## src/rtl/camera_pkg.sv

```systemverilog
// rtl/camera_pkg.sv - shared types and pixel conversion for camera_frame_capture
package camera_pkg;

    localparam int RGB565_W = 16;
    localparam int RGB444_W = 12;

    typedef enum logic [1:0] {
        ST_IDLE     = 2'd0,
        ST_WAIT_SOF = 2'd1,
        ST_CAPTURE  = 2'd2
    } cap_state_t;

    // Keep the top four bits of each colour channel.
    function automatic logic [RGB444_W-1:0] rgb565_to_rgb444(input logic [RGB565_W-1:0] px);
        return {px[15:12], px[10:7], px[4:1]};
    endfunction

endpackage

```

## src/rtl/pixel_coord_counter.sv

```systemverilog
// rtl/pixel_coord_counter.sv - x/y pixel position tracking, crop window test, optional frame check (FRAME_CHECK_EN)
module pixel_coord_counter #(
    parameter int SRC_W   = 640,
    parameter int SRC_H   = 480,
    parameter int CROP_X0 = 0,
    parameter int CROP_Y0 = 0,
    parameter int OUT_W   = 640,
    parameter int OUT_H   = 480
) (
    input  logic i_clk,
    input  logic i_reset,
    input  logic i_pixel_valid,
    input  logic i_frame_done,
    output logic o_pixel_hit,
    output logic o_frame_err
);

    localparam int XW = (SRC_W > 1) ? $clog2(SRC_W) : 1;
    localparam int YW = $clog2(SRC_H + 1);

    logic [XW-1:0] r_x;
    logic [YW-1:0] r_y;
    int            w_x;
    int            w_y;
    logic          w_line_end;
    logic          w_saturated;
    logic          w_in_window;

    assign w_x         = int'(r_x);
    assign w_y         = int'(r_y);
    assign w_line_end  = (w_x == SRC_W - 1);
    assign w_saturated = (w_y == SRC_H);
    assign w_in_window = (w_y >= CROP_Y0) && (w_y < CROP_Y0 + OUT_H) &&
                         (w_x >= CROP_X0) && (w_x < CROP_X0 + OUT_W);
    assign o_pixel_hit = i_pixel_valid && w_in_window;

    // Position advances per valid pixel; lines wrap on count, y holds at SRC_H once the frame is full.
    always_ff @(posedge i_clk) begin
        if (i_reset || i_frame_done) begin
            r_x <= '0;
            r_y <= '0;
        end else if (i_pixel_valid && !w_saturated) begin
            if (w_line_end) begin
                r_x <= '0;
                r_y <= r_y + 1'b1;
            end else begin
                r_x <= r_x + 1'b1;
            end
        end
    end

`ifdef FRAME_CHECK_EN
    logic r_frame_err;
    logic w_frame_full;

    // A pixel arriving together with frame_done still counts toward the ending frame.
    assign w_frame_full = (w_saturated && (w_x == 0)) ||
                          (i_pixel_valid && (w_y == SRC_H - 1) && w_line_end);

    // Flag short/long frames at frame end, and any pixel beyond the last line.
    always_ff @(posedge i_clk) begin
        if (i_reset) begin
            r_frame_err <= 1'b0;
        end else begin
            r_frame_err <= (i_frame_done && !w_frame_full) ||
                           (i_pixel_valid && w_saturated);
        end
    end

    assign o_frame_err = r_frame_err;
`else
    assign o_frame_err = 1'b0;
`endif

endmodule

```

## src/rtl/camera_frame_capture.sv

```systemverilog
// rtl/camera_frame_capture.sv - frame-aligned crop/convert capture into frame buffer port A (option: FRAME_CHECK_EN)
module camera_frame_capture
    import camera_pkg::*;
#(
    parameter int SRC_W   = 640,
    parameter int SRC_H   = 480,
    parameter int CROP_X0 = 0,
    parameter int CROP_Y0 = 0,
    parameter int OUT_W   = 640,
    parameter int OUT_H   = 480,
    parameter int ADDR_W  = 19
) (
    input  logic                i_clk,
    input  logic                i_reset,
    input  logic                i_capture_req,
    input  logic                i_mode_continuous,
    input  logic [RGB565_W-1:0] i_pixel_data,
    input  logic                i_pixel_valid,
    input  logic                i_frame_done,
    output logic                o_capture_busy,
    output logic                o_capture_done,
    output logic [7:0]          o_frames_captured,
    output logic [ADDR_W-1:0]   o_mem_addr,
    output logic [RGB444_W-1:0] o_mem_data,
    output logic                o_mem_we,
    output logic                o_frame_err
);

    localparam int TOTAL = OUT_W * OUT_H;

    cap_state_t            r_state;
    cap_state_t            w_next_state;
    logic                  w_done;
    logic                  w_frame_end;
    logic                  w_pixel_hit;
    logic                  w_write;
    logic [ADDR_W:0]       r_addr_cnt;
    logic [ADDR_W-1:0]     r_mem_addr;
    logic [RGB444_W-1:0]   r_mem_data;
    logic                  r_mem_we;
    logic                  r_capture_done;
    logic [7:0]            r_frames;

    pixel_coord_counter #(
        .SRC_W   (SRC_W),
        .SRC_H   (SRC_H),
        .CROP_X0 (CROP_X0),
        .CROP_Y0 (CROP_Y0),
        .OUT_W   (OUT_W),
        .OUT_H   (OUT_H)
    ) u_coord (
        .i_clk         (i_clk),
        .i_reset       (i_reset),
        .i_pixel_valid (i_pixel_valid),
        .i_frame_done  (i_frame_done),
        .o_pixel_hit   (w_pixel_hit),
        .o_frame_err   (o_frame_err)
    );

    // State register.
    always_ff @(posedge i_clk) begin
        if (i_reset) begin
            r_state <= ST_IDLE;
        end else begin
            r_state <= w_next_state;
        end
    end

    // Next state; capture only ever starts on a frame boundary.
    always_comb begin
        w_next_state = r_state;
        w_done       = 1'b0;
        w_frame_end  = 1'b0;
        case (r_state)
            ST_IDLE: begin
                if (i_capture_req) begin
                    w_next_state = ST_WAIT_SOF;
                end
            end
            ST_WAIT_SOF: begin
                if (i_frame_done) begin
                    w_next_state = ST_CAPTURE;
                end
            end
            ST_CAPTURE: begin
                if (i_frame_done) begin
                    w_frame_end = 1'b1;
                    if (!i_mode_continuous) begin
                        w_next_state = ST_IDLE;
                        w_done       = 1'b1;
                    end
                end
            end
            default: w_next_state = ST_IDLE;
        endcase
    end

    // The bound on the address counter keeps a malformed frame from writing past the window.
    assign w_write = (r_state == ST_CAPTURE) && w_pixel_hit &&
                     (r_addr_cnt < (ADDR_W + 1)'(TOTAL));

    // Registered write port, running address and completion bookkeeping.
    always_ff @(posedge i_clk) begin
        if (i_reset) begin
            r_addr_cnt     <= '0;
            r_mem_addr     <= '0;
            r_mem_data     <= '0;
            r_mem_we       <= 1'b0;
            r_capture_done <= 1'b0;
            r_frames       <= '0;
        end else begin
            r_mem_we       <= w_write;
            r_capture_done <= w_done;
            if (w_write) begin
                r_mem_addr <= r_addr_cnt[ADDR_W-1:0];
                r_mem_data <= rgb565_to_rgb444(i_pixel_data);
            end
            if (i_frame_done) begin
                r_addr_cnt <= '0;
            end else if (w_write) begin
                r_addr_cnt <= r_addr_cnt + 1'b1;
            end
            if (w_frame_end) begin
                r_frames <= r_frames + 1'b1;
            end
        end
    end

    assign o_capture_busy    = (r_state != ST_IDLE);
    assign o_capture_done    = r_capture_done;
    assign o_frames_captured = r_frames;
    assign o_mem_addr        = r_mem_addr;
    assign o_mem_data        = r_mem_data;
    assign o_mem_we          = r_mem_we;

endmodule

```

## config.mk

```make
export PLATFORM = sky130hd
export DESIGN_NAME = camera_frame_capture
export DESIGN_NICKNAME = d
export VERILOG_FILES = /design/src/rtl/camera_pkg.sv /design/src/rtl/pixel_coord_counter.sv /design/src/rtl/camera_frame_capture.sv
export SDC_FILE = /design/constraint.sdc
export NUM_CORES = 1
export LEC_CHECK = 0
export ABC_AREA = 0
export CAP_MARGIN = 15
export CORE_ASPECT_RATIO = 2
export CORE_MARGIN = 3
export CORE_UTILIZATION = 40
export CTS_BUF_LIST = sky130_fd_sc_hd__clkbuf_16
export CTS_CLUSTER_DIAMETER = 50
export DETAILED_ROUTE_END_ITERATION = 6
export GPL_ROUTABILITY_DRIVEN = 0
export PLACE_DENSITY = 0.65
export SLEW_MARGIN = 10
export SYNTH_ARGS = -nofsm -noshare
export SYNTH_HDL_FRONTEND = slang
export SYNTH_HIERARCHICAL = 1
export SYNTH_SLANG_ARGS = --single-unit
```

## constraint.sdc

```tcl
create_clock -name i_clk -period 5.5 [get_ports i_clk]
set_input_delay 1.65 -clock i_clk [delete_from_list [all_inputs] [get_ports i_clk]]
set_output_delay 1.65 -clock i_clk [all_outputs]
set_load 0.005 [all_outputs]
```

# [After elaboration in Yosys (flattened, before gate mapping)]
# Index checks and enable logic that the tools add are counted.
# W data, S select, Z words.
[word_totals] ff_bits=82
[op_classes] add_sub_neg=4 magnitude_cmp=5 eq_ne=8 muxes=9 bitwise_logic=2 n_reduce_logical=15
[ops] operator="$add A20 B1 Y20 const B" n=1
[ops] operator="$lt A20 B19 Y1 const B" n=1
[ops] operator="$add A10 B1 Y10 const B" n=1
[ops] operator="$eq A10 B10 Y1 const B" n=1
[ops] operator="$ge A10 B1 Y1 const B" n=1
[ops] operator="$lt A10 B10 Y1 const B" n=1
[ops] operator="$mux W10" n=1
[ops] operator="$add A9 B1 Y9 const B" n=1
[ops] operator="$eq A9 B6 Y1 const B" n=1
[ops] operator="$ge A9 B1 Y1 const B" n=1
[ops] operator="$lt A9 B9 Y1 const B" n=1
[ops] operator="$add A8 B1 Y8 const B" n=1
[ops] operator="$mux W2" n=4
[ops] operator="$ne A2 B2 Y1 const B" n=4
[ops] operator="$logic_and A1 B1 Y1" n=7
[ops] operator="$pmux W2 S3" n=1
[ops] operator="$reduce_and A4 Y1" n=1
[ops] operator="$mux W1" n=3
[ops] operator="$reduce_or A3 Y1" n=1
[ops] operator="$eq A2 B1 Y1 const B" n=1
[ops] operator="$eq A2 B2 Y1 const B" n=1
[ops] operator="$logic_not A2 Y1" n=1
[ops] operator="$not A1 Y1" n=2
[ops] operator="$reduce_and A2 Y1" n=1
[ops] operator="4 further kinds" n=4

# [Depth between registers and ports, before layout]
[logic_depth] depth_word=7 mapped_depth=8 depth_no_buf=6

# [By module]
# The synthesis kept the hierarchy.
[modules_own_cells] module="camera_frame_capture" instances=1 cells_per_inst=305 area_each_um2=2544.9
[modules_own_cells] module="pixel_coord_counter" instances=1 cells_per_inst=119 area_each_um2=1031.0

# [Worst setup path before layout]
# OpenSTA, ideal clock, no wires.
[synth_timing] path_type="in2reg" start="input port i_pixel_valid" end="register r_addr_cnt[12]" setup_time_ps=70 t_arrival_ps=2899 required_ps=5430 path_slack_ps=2531 cell_stages=6 cell_sequence="and3_1 > and4bb_2 > o2111ai_2 > buf_6 > or4_1 > a21oi_1"
[synth_via] elab_chain_len=3
[synth_rtl] element="from (decl)" line_no="camera_frame_capture.sv:18" text="input logic i_pixel_valid,"
[synth_rtl] element="$logic_and A1 B1 Y1" line_no="pixel_coord_counter.sv:35" text="assign o_pixel_hit = i_pixel_valid && w_in_window;"
[synth_rtl] element="$logic_and A1 B1 Y1 (2 in a row)" line_no="camera_frame_capture.sv:99" text="assign w_write = (r_state == ST_CAPTURE) && w_pixel_hit &&"
[synth_rtl] element="to (signal assigned)" line_no="camera_frame_capture.sv:121" text="r_addr_cnt <= r_addr_cnt + 1'b1;"
[synth_rtl] element="to (decl)" line_no="camera_frame_capture.sv:37" text="logic [ADDR_W:0] r_addr_cnt;"
# Every way passes these cells.
# A chain may end at the register's enable or synchronous reset.

# [Worst setup path after layout]
[layout_timing] start="input port i_pixel_valid" end="register r_mem_addr[1], in the netlist o_mem_addr[1]"
[layout_via] elab_chain_len=3
[layout_rtl] element="$logic_and A1 B1 Y1" line_no="pixel_coord_counter.sv:35"
[layout_rtl] element="via w_pixel_hit" line_no="camera_frame_capture.sv:35" text="logic w_pixel_hit;"
[layout_rtl] element="$logic_and A1 B1 Y1 (2 in a row)" line_no="camera_frame_capture.sv:99"
[layout_rtl] element="to (signal assigned)" line_no="camera_frame_capture.sv:115" text="r_mem_addr <= r_addr_cnt[ADDR_W-1:0];"
[layout_rtl] element="to (decl)" line_no="camera_frame_capture.sv:38" text="logic [ADDR_W-1:0] r_mem_addr;"
# The timed path passes the listed nets, and every way through them passes these cells.

==> run_results.csv <==
group,metric,value,unit
final_layout,synthToLayoutAreaGrowth,23.8,%
critical_path,cpLargestDelayFamily,"compound AO/OA/AOI/OAI gates",
global_routing,use_met3,0.0347,
power,p_int,0.915,mW
logic_synthesis,synthAdderAreaFrac,0.0175,
logic_synthesis,yosysUniqueCellTypes,53,
timing,maxSlewHeadroom,0.313,
place,hpwl,5990,µm
floorplan,initial_core_util,0.413,
power,p_per_area,263,mW/mm²
timing,slew_violations,0,
logic_synthesis,yosys.area.top_type,"dfxtp_1",
logic_synthesis,yosys.area_share.simple,0.263,
logic_synthesis,synth_top_area_frac,0.459,
global_routing,grt_overflow,0,
critical_path,path_buf_inv,1,
power,p_sw_frac,0.213,
critical_path,cp.required,5750,ps
critical_path,slowest_delay,860,ps
clock_tree,cts-root-buf,"clkbuf_16",
timing,clock_skew,5.67,ps
logic_synthesis,synth_common_cells,"dfxtp_1, nand2_1, a21oi_1",
place,dp.cells,561,
critical_path,r2r_slack,3240,ps
critical_path,cp_num_cells,6,
global_routing,antenna_found_initial,0,
critical_path,worstSetupPathType,"input pin to flip-flop",
drt,vias,3185,
drt,drcViolationCount,0,
final_layout,fin_area,0.00443,mm²
timing,worstMarginPinSlew,1030,ps
logic_synthesis,synthesis.nets,451,
power,p_comb_frac,0.041,
drt,antenna_left,0,
timing,fmax,0.267,GHz
logic_synthesis,synthArstFlopShare,0,
power,switchingPower,0.248,mW
global_routing,met1_usage,0.171,
critical_path,r2r-end,"o_mem_addr[1]$_SDFFE_PP0P_",
drt,first_pass_iters,4,
logic_synthesis,syn_avg_cell_area,8.43,µm²
logic_synthesis,synth_xor_area_frac,0.0343,
global_routing,busiest_layer,"met2",
logic_synthesis,synthFlopType,"dfxtp_1",
power,total_power,1.16,mW
logic_synthesis,synth_area_leaders,"dfxtp_1, a21oi_1, nand2_1, or3_1, xnor2_1",
critical_path,crit_path_start_kind,"input pin",
logic_synthesis,synth_edf_count,0,
power,ir_drop,0.138,mV
global_routing,grt_max_degree,50,
place,place_area,0.00417,mm²
critical_path,endpoint,"o_mem_addr[1]$_SDFFE_PP0P_",
floorplan,core_region_area,0.00865,mm²
logic_synthesis,synth_mux_area_frac,0.00840,
critical_path,path_cells,"clkdlybuf4s50_1 > and3_1 > and4bb_2 > o211a_1 > nand2_1 > a21oi_1",
timing,setup_viol,0,
critical_path,end_kind,"flip-flop",
timing,tns,0,ps
run,cap_viol_max_count,0,
critical_path,startpoint,"i_pixel_valid",
final_layout,finalNonFillerCells,577,
critical_path,arrival,3990,ps
logic_synthesis,synth_top_family_by_area,"simple AND/OR/NAND/NOR gates",
power,p_clk_frac,0.443,
logic_synthesis,ys_warn_count,6,
critical_path,cp_slowest_cell,"o211a_1",
critical_path,worst-path-max-fanout,33,
timing,layout_min_cycle_time,3740,ps
drt,wire_per_inst,14.5,µm
final_layout,drive_gt1_frac,0.0566,
clock_tree,clock_sinks,82,
logic_synthesis,synth-compound-area-share,0.172,
place,portBuffers,59,
clock_tree,cts_buffers,9,
critical_path,r2r_start,"u_coord/r_x[7]$_SDFFE_PP0P_",
logic_synthesis,synth_most_common_cell,"dfxtp_1",
clock_tree,clk_pin_slew,60,ps
global_routing,track_usage,0.171,
clock_tree,cts_resized,0,
power,cellLeakagePower,1.40,nW
floorplan,dieHeight,140,µm
final_layout,finalNetCount,499,
global_routing,grtUsageMet2,0.316,
power,p_seq_frac,0.517,
global_routing,grt_pass1_wl,13900,µm
clock_tree,postCtsSetupBuffers,0,
min_path,hold_path.class,"flip-flop to flip-flop",
critical_path,r2r_cells,6,
floorplan,dieArea,0.0102,mm²
logic_synthesis,synth_area,0.00358,mm²
floorplan,row_count,48,
floorplan,pin_count,65,
floorplan,die_w,72.9,µm
timing,rsz0062_at_grt,"false",
logic_synthesis,synthesis.instances,424,
timing,holdWs,451,ps
final_layout,diodes,0,
clock_tree,clock_latency,330,ps
logic_synthesis,yosysSeqAreaShare,0.459,
global_routing,grt_pass1_vias,3054,
clock_tree,ctsHtreeMaxLevel,3,
timing,period_share,0.680,
drt,first_iter_violations,152,
timing,hold_viol_final,0,
logic_synthesis,synth-seq-cells,82,
clock_tree,cts_tree,"done",
drt,finalWirelength,8370,µm
run_status,outcome,"finished, final reports clean",
clock_tree,hold_buffers,0,
clock_tree,clockBufferDepth,2,
drt,viasPerCell,5.52,
[power by group through the flow]
stage / Clock, mW / Combinational, mW / Sequential (mW)
6_report: 0.515 / 0.0472 / 0.601
5_1_grt: 0.555 / 0.0523 / 0.601
4_1_cts: 0.530 / 0.0483 / 0.601
3_5_place_dp: 0 / 0.0480 / 0.614
3_3_place_gp: 0 / 0.0475 / 0.614
2_1_floorplan: 0 / 0.0256 / 0.613
[state kept, by name (all words and copies together) (netlist names)]
signal / flops
u_coord/r_y: 9
o_capture_done: 1
u_coord/r_x: 10
r_addr_cnt: 20
o_mem_data: 12
r_state: 2
o_mem_addr: 19
o_mem_we: 1
o_frames_captured: 8
[metal layers]
metal	routed length, µm	vias up
li1	-	1607
met1	3230	1515
met2	4730	48
met3	198	15
met4	214	0
met5	0	-
[placed cells by master (no fill, tap or decap), types with 2 or more instances in the layout]
| master | Yosys | layout |
|---|---|---|
| o21ai_2 | 2 | 2 |
| o41ai_1 | 2 | 2 |
| nand2_1 | 79 | 79 |
| nor4b_1 | 2 | 2 |
| nor3_1 | 3 | 3 |
| xnor2_1 | 9 | 9 |
| dfxtp_1 | 82 | 82 |
| clkinv_1 | 0 | 3 |
| nand3b_1 | 3 | 3 |
| clkbuf_16 | 0 | 9 |
| and3_1 | 5 | 5 |
| o21ai_1 | 3 | 3 |
| ha_1 | 5 | 5 |
| buf_4 | 1 | 2 |
| a21oi_1 | 62 | 62 |
| xor2_1 | 5 | 5 |
| and4_1 | 6 | 6 |
| or3_1 | 15 | 15 |
| or2_2 | 3 | 3 |
| o31ai_1 | 9 | 9 |
| nand3_1 | 14 | 14 |
| or4_1 | 8 | 8 |
| o21ai_0 | 14 | 14 |
| or3_2 | 2 | 2 |
| nand4_1 | 12 | 12 |
| clkdlybuf4s50_1 | 0 | 58 |
| nor2_1 | 20 | 20 |
| clkinv_2 | 0 | 2 |
| o211ai_1 | 3 | 3 |
| mux2i_1 | 3 | 3 |
| inv_1 | 8 | 10 |
[worst reg2reg max path: stages (launching register included)]
cell and delay, ps:
dfxtp_1 380, o21ai_0 170, and3_1 170, and4bb_2 290, o211a_1 860, nand2_1 170, a21oi_1 150
[cells by family after synthesis]
kind of cell               after synthesis
muxes                                    3
and+or+nand+nor                        183
AOI/OAI and AO/OA                      104
xor gates and xnor gates                14
adders and majority gates                5
buffers and inverters                   32
DFF                                     82
other                                    1
[area by class of cell]
cell class	instances	area [µm²]
Clock buffer	9	225
Clock inverter	7	28.8
Fill cell	874	4220
Inverter	8	30.0
Multi-Input combinational cell	310	1780
Sequential cell	82	1640
Tap cell	100	125
Timing Repair Buffer	61	601
[metrics by stage]
step,util,worst slack (ps)
after floorplan,-,2530
after global placement,0.482,1370
after detailed placement,0.482,1360
after CTS,0.512,1710
after global routing,0.512,1540
final,0.512,1760
[worst min-delay path by stage]
stage                                      startpoint                          end  cells after the start
after detailed placement   o_mem_addr[6]$_SDFFE_PP0P_   o_mem_addr[6]$_SDFFE_PP0P_                      2
after global placement     o_mem_addr[7]$_SDFFE_PP0P_   o_mem_addr[7]$_SDFFE_PP0P_                      2
final                      o_mem_addr[6]$_SDFFE_PP0P_   o_mem_addr[6]$_SDFFE_PP0P_                      2
after floorplan           r_addr_cnt[19]$_SDFFE_PP0P_  r_addr_cnt[19]$_SDFFE_PP0P_                      1
after global routing       o_mem_data[9]$_SDFFE_PP0P_   o_mem_data[9]$_SDFFE_PP0P_                      2
after CTS                  o_mem_addr[6]$_SDFFE_PP0P_   o_mem_addr[6]$_SDFFE_PP0P_                      2
(Power assumes the default switching activity.)
